[config.mk]
export PLATFORM = sky130hd
export DESIGN_NAME = switch_input
export DESIGN_NICKNAME = d
export VERILOG_FILES = /design/src/rtl/switch_input.sv
export SDC_FILE = /design/constraint.sdc
export NUM_CORES = 1
export LEC_CHECK = 0
export BUFFER_PORTS_ARGS = -buffer_cell sky130_fd_sc_hd__buf_2
export CAP_MARGIN = 20
export CORE_MARGIN = 1
export CORE_UTILIZATION = 47
export CTS_BUF_LIST = sky130_fd_sc_hd__clkbuf_16
export CTS_CLUSTER_DIAMETER = 40
export DETAILED_ROUTE_END_ITERATION = 8
export HOLD_SLACK_MARGIN = 0.03
export PLACE_DENSITY = 0.72
export SLEW_MARGIN = 20
export SYNTH_ARGS = -nofsm -noshare
export SYNTH_HDL_FRONTEND = slang
export SYNTH_SLANG_ARGS = --single-unit
[constraint.sdc]
create_clock -name sw_clk -period 0.9 [get_ports sw_clk]
set_input_delay 0.135 -clock sw_clk [delete_from_list [all_inputs] [get_ports sw_clk]]
set_output_delay 0.135 -clock sw_clk [all_outputs]
set_load 0.03 [all_outputs]
[src/rtl/switch_input.sv]
// -----------------------------------------------------------------------------
// switch_input
//
// Memory-mapped input port for 16 board switches and one confirm button.
// Each raw pin passes through a 2-flop synchronizer. The synchronized value
// then feeds a per-bit stable register, with optional debouncing. A rising
// edge on the stable button bit sets a sticky pending flag. A button-status
// read clears that flag.
//
// Configuration macro: SWITCH_DEBOUNCE_EN
//   defined   : each bit has a saturating counter. The stable value follows
//               the synchronized bit only after the two have differed for
//               DEBOUNCE_CYCLES consecutive clocks.
//   undefined : the stable value is reloaded from the synchronizer on every
//               clock, so a pin change reaches it in 3 clocks.
//               DEBOUNCE_CYCLES has no effect in this build.
//
// Ports
//   sw_clk       in   1   system clock, rising edge
//   ledrst       in   1   asynchronous active-low reset
//   SWCtrl       in   1   peripheral select
//   swread       in   1   read strobe
//   swaddr       in   2   00 all switches, 10 upper byte, 11 lower byte,
//                         01 button status {stable_btn, btn_pending}
//   sw_in        in   16  raw switch pins (asynchronous)
//   btn_in       in   1   raw confirm button pin (asynchronous)
//   swrdata      out  32  registered read data (1-clock latency)
//   btn_pending  out  1   sticky "button pressed, not yet read" flag
// -----------------------------------------------------------------------------
module switch_input #(
  parameter logic [19:0] DEBOUNCE_CYCLES = 20'd200000
) (
  input  logic        sw_clk,
  input  logic        ledrst,
  input  logic        SWCtrl,
  input  logic        swread,
  input  logic [1:0]  swaddr,
  input  logic [15:0] sw_in,
  input  logic        btn_in,
  output logic [31:0] swrdata,
  output logic        btn_pending
);

  localparam int NUM_IN = 17;
  localparam int BTN    = 16;   // button occupies the top bit of the input vector

  logic [NUM_IN-1:0] meta_d,   meta_q;
  logic [NUM_IN-1:0] sync_d,   sync_q;
  logic [NUM_IN-1:0] stable_d, stable_q;
  logic              btn_prev_d, btn_prev_q;
  logic              pend_d,     pend_q;
  logic [31:0]       rdata_d,    rdata_q;
  logic              rd_en, rd_clr, btn_rise;

  // Synchronizer stage: raw pins -> meta -> sync
  always_comb begin
    meta_d = {btn_in, sw_in};
    sync_d = meta_q;
  end

`ifdef SWITCH_DEBOUNCE_EN
  localparam int CNT_W = (DEBOUNCE_CYCLES > 20'd1) ? $clog2(DEBOUNCE_CYCLES) : 1;
  localparam logic [CNT_W-1:0] CNT_MAX = CNT_W'(DEBOUNCE_CYCLES - 20'd1);

  logic [CNT_W-1:0] cnt_d [NUM_IN];
  logic [CNT_W-1:0] cnt_q [NUM_IN];

  // Saturating increment: holds at CNT_MAX instead of wrapping.
  function automatic logic [CNT_W-1:0] sat_inc(input logic [CNT_W-1:0] v);
    return (v == CNT_MAX) ? v : v + CNT_W'(1);
  endfunction

  // Debounce stage: a bit must disagree with its stable value for
  // DEBOUNCE_CYCLES consecutive clocks before the stable value follows.
  // Any clock of agreement restarts the count.
  always_comb begin
    stable_d = stable_q;
    for (int i = 0; i < NUM_IN; i++) begin
      cnt_d[i] = '0;
      if (sync_q[i] != stable_q[i]) begin
        if (cnt_q[i] == CNT_MAX) begin
          stable_d[i] = sync_q[i];
        end else begin
          cnt_d[i] = sat_inc(cnt_q[i]);
        end
      end
    end
  end

  always_ff @(posedge sw_clk or negedge ledrst) begin
    if (!ledrst) begin
      for (int i = 0; i < NUM_IN; i++) cnt_q[i] <= '0;
    end else begin
      for (int i = 0; i < NUM_IN; i++) cnt_q[i] <= cnt_d[i];
    end
  end
`else
  // The debounce length has no role when the stable value simply tracks
  // the synchronizer; keep the parameter for a uniform instance interface.
  logic unused_debounce_cfg;
  assign unused_debounce_cfg = (DEBOUNCE_CYCLES != 20'd0);

  // Stable stage: tracks the synchronizer output every clock.
  always_comb begin
    stable_d = sync_q;
  end
`endif

  // Control / read stage
  always_comb begin
    rd_en      = SWCtrl & swread;
    rd_clr     = rd_en & (swaddr == 2'b01);
    btn_rise   = stable_q[BTN] & ~btn_prev_q;
    btn_prev_d = stable_q[BTN];

    // A press seen in the same clock as the clearing read wins.
    pend_d = pend_q;
    if (btn_rise) begin
      pend_d = 1'b1;
    end else if (rd_clr) begin
      pend_d = 1'b0;
    end

    // Button-status reads return the flag value from before the clear.
    rdata_d = rdata_q;
    if (rd_en) begin
      case (swaddr)
        2'b00: rdata_d = {16'h0, stable_q[15:0]};
        2'b10: rdata_d = {24'h0, stable_q[15:8]};
        2'b11: rdata_d = {24'h0, stable_q[7:0]};
        2'b01: rdata_d = {30'h0, stable_q[BTN], pend_q};
      endcase
    end
  end

  always_ff @(posedge sw_clk or negedge ledrst) begin
    if (!ledrst) begin
      meta_q     <= '0;
      sync_q     <= '0;
      stable_q   <= '0;
      btn_prev_q <= 1'b0;
      pend_q     <= 1'b0;
      rdata_q    <= '0;
    end else begin
      meta_q     <= meta_d;
      sync_q     <= sync_d;
      stable_q   <= stable_d;
      btn_prev_q <= btn_prev_d;
      pend_q     <= pend_d;
      rdata_q    <= rdata_d;
    end
  end

  assign swrdata     = rdata_q;
  assign btn_pending = pend_q;

endmodule

==> flow_metrics.env, run 1 <==
export IMPL_outcome="finished, violations left"
export IMPL_failed_checks="negative setup slack"
export IMPL_drt_iter0_markers=60
export IMPL_finalCritPeriodShare=1.17
export IMPL_num_vias=1362
export IMPL_worstSkewPairLatency_ns=0.32
export IMPL_cts_buffer_depth=2
export IMPL_hold_depth=3
export IMPL_dp_cells=253
export IMPL_drt_vias_per_instance=4.39
export IMPL_fin_ws_ns=-0.153
export IMPL_die_area_mm2=0.00518
export IMPL_powerDensity_mw_per_mm2=2200
export IMPL_initial_utilization=0.487
export IMPL_grt_use_total=0.151
export IMPL_cts_tree="done"
export IMPL_synth_seq_area_share=0.750
export IMPL_power_mw=7.32
export IMPL_area_growth_pct=44.9
export IMPL_wirelength_um=3730
export IMPL_io_buffers=39
export IMPL_cpPeakStageDelay_ns=0.39
export IMPL_grt_pass1_vias=1274
export IMPL_grt_ovfl_total=0
export IMPL_die_h_um=72.0
export IMPL_final_common_cell="dfrtp_1"
export IMPL_clock_fmax_mhz=950
export IMPL_setup_tns_final_ns=-1.99
export IMPL_ir_drop_v=0.00149
export IMPL_coreArea_mm2=0.00472
export IMPL_final_fill_count=325
export IMPL_r2r_worst_path_cells=3
export IMPL_setup_viol=25
export IMPL_route_detailed_drc=0
export IMPL_crit_type="flop to flop"
export IMPL_path_cells="mux2_4 -> a22oi_2 -> o21ai_1"
export IMPL_synth_cell_types=23
export IMPL_critPathArrivalTime_ns=1.25
export IMPL_clk_pin_slew_ns=0.05
export IMPL_multiInputGateArea_um2=494
export IMPL_path_max_fanout=2
export IMPL_p_leak_nw=1.64
export IMPL_syn_area_mm2=0.00230
export IMPL_gp_congestion=0.875
export IMPL_reg2reg_from="stable_q[11]"
export IMPL_cp_start_kind="flop"
export IMPL_ctsHtreeMaxLevel=3
export IMPL_cap_viol_max_count=0
export IMPL_grt_pass1_wl_um=5610
export IMPL_antenna_found_initial=0
export IMPL_place_ws_ns=-0.197
export IMPL_ios=56
export IMPL_wire_per_inst_um=12.0
export IMPL_yosys_warnings=0
export IMPL_rsz0062_at_grt="yes"
export IMPL_drt_antenna_violating_nets=0
export IMPL_finalHoldViolCount=0
export IMPL_nNetsFinal=262
export IMPL_final_cell_mix="69 x dfrtp_1, 35 x buf_4, 22 x buf_2"
export IMPL_layout_cells_non_filler=310
export IMPL_hold_class="input pin to flop"
export IMPL_whs_endpoint="swrdata[1]"
export IMPL_diodes=0
export IMPL_netlist_instances=139
export IMPL_r2r_setup_slack_ns=-0.15
export IMPL_dpl_cell_area_mm2=0.00259
export IMPL_cp_slowest_cell="dfrtp_1"
export IMPL_cts_buffers_inserted=9
export IMPL_min_delay_start="SWCtrl"
export IMPL_synth_seq_cells=69
export IMPL_required_ns=1.09
export IMPL_seq_area_mm2=0.00173
export IMPL_root_buffer="clkbuf_16"
export IMPL_r2r_end="swrdata[3]"
export IMPL_die_width_um=72.0
export IMPL_dr_pass1_iters=4
export IMPL_final_area_mm2=0.00333
export IMPL_period_needed_ns=1.05
export IMPL_drv_slew=0
export IMPL_drive_gt1_frac=0.436
export IMPL_cts_sinks=69
export IMPL_skew_ns=0.00570
export IMPL_grt_max_degree=70
export IMPL_avgSynthCellArea_um2=16.6
export IMPL_cp_end_kind="flop"
export IMPL_std_cell_rows=25
==> cell type report <==
class                      count  share of cell area
sequential                    69               0.518
timing repair buffer          94               0.233
multi-input combinational     64               0.148
clock buffer                   9              0.0675
tap                           67              0.0251
clock inverter                 6             0.00750
inverter                       1             0.00113
==> critical path, delay by kind of cell (launching register included) <==
kind	cells	cell delay, ns
DFF	1	0.39
muxes	1	0.28
AOI/OAI and AO/OA	2	0.26
==> through the flow <==
step,utilization,hold WS (ns)
floorplan,-,-0.161
global route,0.706,0.231
finish,0.706,0.218
detailed placement,0.549,0.177
global placement,0.549,0.164
CTS,0.687,0.206
==> report_power, final <==
group	total, mW	internal (mW)	leakage [nW]	switching, mW
sequential	3.41	3.31	0.825	0.101
clock	2.87	1.79	0.136	1.08
combinational	1.04	0.507	0.684	0.534
==> cells by family (layout without fill, tap and decap cells) <==
group           Yosys count  in the layout  share of synthesized area
mux                      10             10                     0.0517
flops                    69             69                      0.750
other cells               1             16                    0.00163
compound gates           24             24                     0.0892
buf+inv                  21            110                     0.0691
simple gates             14             14                     0.0381
==> how the worst max path moves through the flow <==
stage,start,to,slack [ns],cells past startpoint
6_report,stable_q[11],swrdata[3],-0.15,3
5_1_grt,stable_q[11],swrdata[3],-0.20,3
4_1_cts,swrdata[9],swrdata[9],-0.11,1
3_5_place_dp,swaddr[0],swrdata[15],-0.20,4
3_3_place_gp,swaddr[0],swrdata[2],-0.14,4
2_1_floorplan,stable_q[4],swrdata[4],-0.02,3
==> state kept, by name, indices dropped and copies added (netlist names) <==
register	cells
stable_d	17
swrdata	16
btn_prev_q	1
meta_q	17
btn_pending	1
stable_q	17
==> synth_stat cells, drive strengths merged <==
master | number | share of area
inv | 1 | 0.0016
nor3 | 1 | 0.0071
o21ai | 8 | 0.022
a22o | 8 | 0.030
or2 | 1 | 0.0027
nand2b | 1 | 0.0027
nor2 | 1 | 0.0087
mux2 | 6 | 0.034
clkbuf | 1 | 0.0060
dfrtp | 69 | 0.75
nand3 | 1 | 0.0022
buf | 19 | 0.061
a22oi | 6 | 0.026
mux2i | 4 | 0.017
o221ai | 2 | 0.010
nand2 | 9 | 0.015
conb | 1 | 0.0016
==> what timing repair did <==
action / in CTS / in global routing
pin swaps: 1 / 1
resized for setup: 38 / 2
endpoints found under the hold margin: 86 / 0
endpoints found under the setup margin: 23 / 23
gates cloned: 0 / 0
setup buffers: 13 / 11
hold buffers: 18 / 0
==> layer usage <==
metal	GRT usage	wire [um]	vias to the layer above
li1	-	-	643
met1	0.169	1590	655
met2	0.257	1910	55
met3	0.0333	137	9
met4	0.111	86	0
met5	0	0	-
Note: power is estimated with default switching activity, not from simulation.
==> run 2, diff against run 1 <==
Settings changed: SKIP_CTS_REPAIR_TIMING set to 1.
==> run 2 against run 1 <==
Net effect:
- the run still ends with negative setup slack left
- count of clock-buffer cells in the layout stayed put
- clock skew is 0.0011 ns lower
- sequential power is essentially flat
- final cell count is 2.3% lower
- maximum frequency grew 4.5%
- critical path type is now flop to output port
- largest power group unchanged
==> flow_metrics.env, run 2 (synthesized netlist as in run 1, its figures left out) <==
export IMPL_outcome="finished, violations left"
export IMPL_failed_checks="negative setup slack"
export IMPL_ir_drop_v=0.00147
export IMPL_gp_congestion=0.875
export IMPL_worstSkewPairLatency_ns=0.32
export IMPL_rsz0062_at_grt="yes"
export IMPL_path_max_fanout=2
export IMPL_ios=56
export IMPL_cts_buffer_depth=2
export IMPL_die_h_um=72.0
export IMPL_drt_antenna_violating_nets=0
export IMPL_path_cells="buf_6"
export IMPL_drt_vias_per_instance=4.36
export IMPL_dr_pass1_iters=4
export IMPL_finalCritPeriodShare=1.12
export IMPL_num_vias=1322
export IMPL_cts_tree="done"
export IMPL_route_detailed_drc=0
export IMPL_grt_max_degree=70
export IMPL_setup_viol=24
export IMPL_grt_pass1_wl_um=4970
export IMPL_hold_class="input pin to flop"
export IMPL_fin_ws_ns=-0.107
export IMPL_ctsHtreeMaxLevel=3
export IMPL_root_buffer="clkbuf_16"
export IMPL_grt_ovfl_total=0
export IMPL_period_needed_ns=1.01
export IMPL_cp_start_kind="flop"
export IMPL_required_ns=0.76
export IMPL_powerDensity_mw_per_mm2=2220
export IMPL_place_ws_ns=-0.197
export IMPL_io_buffers=39
export IMPL_cp_end_kind="output port"
export IMPL_grt_pass1_vias=1118
export IMPL_finalHoldViolCount=0
export IMPL_grt_use_total=0.135
export IMPL_skew_ns=0.00465
export IMPL_final_common_cell="dfrtp_1"
export IMPL_std_cell_rows=25
export IMPL_critPathArrivalTime_ns=0.87
export IMPL_nNetsFinal=255
export IMPL_cp_top_family="flip-flops"
export IMPL_final_area_mm2=0.00327
export IMPL_cp_num_buf_inv=1
export IMPL_cp_slowest_cell="dfrtp_1"
export IMPL_die_area_mm2=0.00518
export IMPL_utilization=0.693
export IMPL_die_width_um=72.0
export IMPL_initial_utilization=0.487
export IMPL_drt_iter0_markers=67
export IMPL_cap_viol_max_count=0
export IMPL_drive_gt1_frac=0.419
export IMPL_final_cell_mix="69 x dfrtp_1, 29 x buf_4, 22 x buf_2"
export IMPL_clk_pin_slew_ns=0.05
export IMPL_cpPeakStageDelay_ns=0.40
export IMPL_clock_fmax_mhz=993
export IMPL_area_growth_pct=42.3
export IMPL_dpl_cell_area_mm2=0.00259
export IMPL_wirelength_um=3570
export IMPL_drv_slew=0
export IMPL_coreArea_mm2=0.00472
export IMPL_setup_tns_final_ns=-1.85
export IMPL_crit_type="flop to output port"
export IMPL_antenna_found_initial=0
export IMPL_cts_buffers_inserted=9
export IMPL_p_leak_nw=1.60
export IMPL_cts_sinks=69
export IMPL_wire_per_inst_um=11.8
export IMPL_power_mw=7.26
export IMPL_diodes=0
run 2: cell types whose count changed in the layout (fill, tap and decap cells not counted), sizes merged:
cell	delta
buf	-7
run 2: layout make-up:
class | instances | area (um2)
sequential | 69 | 1730
inverter | 1 | 3.75
tap | 67 | 83.8
fill | 334 | 1450
clock buffer | 9 | 225
clock inverter | 6 | 25.0
multi-input combinational | 64 | 490
timing repair buffer | 87 | 719
run 2: stage by stage:
step | hold WS (ns) | cells
floorplan | -0.161 | 154
global placement | 0.164 | 253
detailed placement | 0.177 | 253
CTS | -0.158 | 268
global route | 0.230 | 303
finish | 0.214 | 303
run 2: worst min-delay path, cell delays in order:
cell      delay (ns)
buf_2           0.11
nand3_1         0.12
o221ai_2        0.11
run 2: layer usage:
metal / GRT usage / part of all wire
met2: 0.205 / 0.52
met3: 0.0375 / 0.040
met5: 0 / 0
met4: 0.118 / 0.025
met1: 0.159 / 0.42
run 2: worst paths after layout:
| path | from | end | slack, ns | cells past startpoint |
|---|---|---|---|---|
| worst min register to register | stable_d[9] | stable_q[9] | 0.34 | 0 |
| worst min-delay path | SWCtrl | swrdata[1] | 0.21 | 3 |
| worst max-delay path | swrdata[9] | swrdata[9] | -0.11 | 1 |
| min in group asynchronous | ledrst | meta_q[11] | 0.40 | 3 |
| max in group asynchronous | ledrst | meta_q[16] | 0.22 | 3 |
| worst max register to register | stable_q[4] | swrdata[4] | -0.09 | 3 |
run 2: power by group:
group	internal, mW	switching (mW)	leakage [nW]
Sequential	3.31	0.0979	0.825
Clock	1.79	1.08	0.136
Combinational	0.470	0.521	0.642
Total	5.57	1.69	1.60
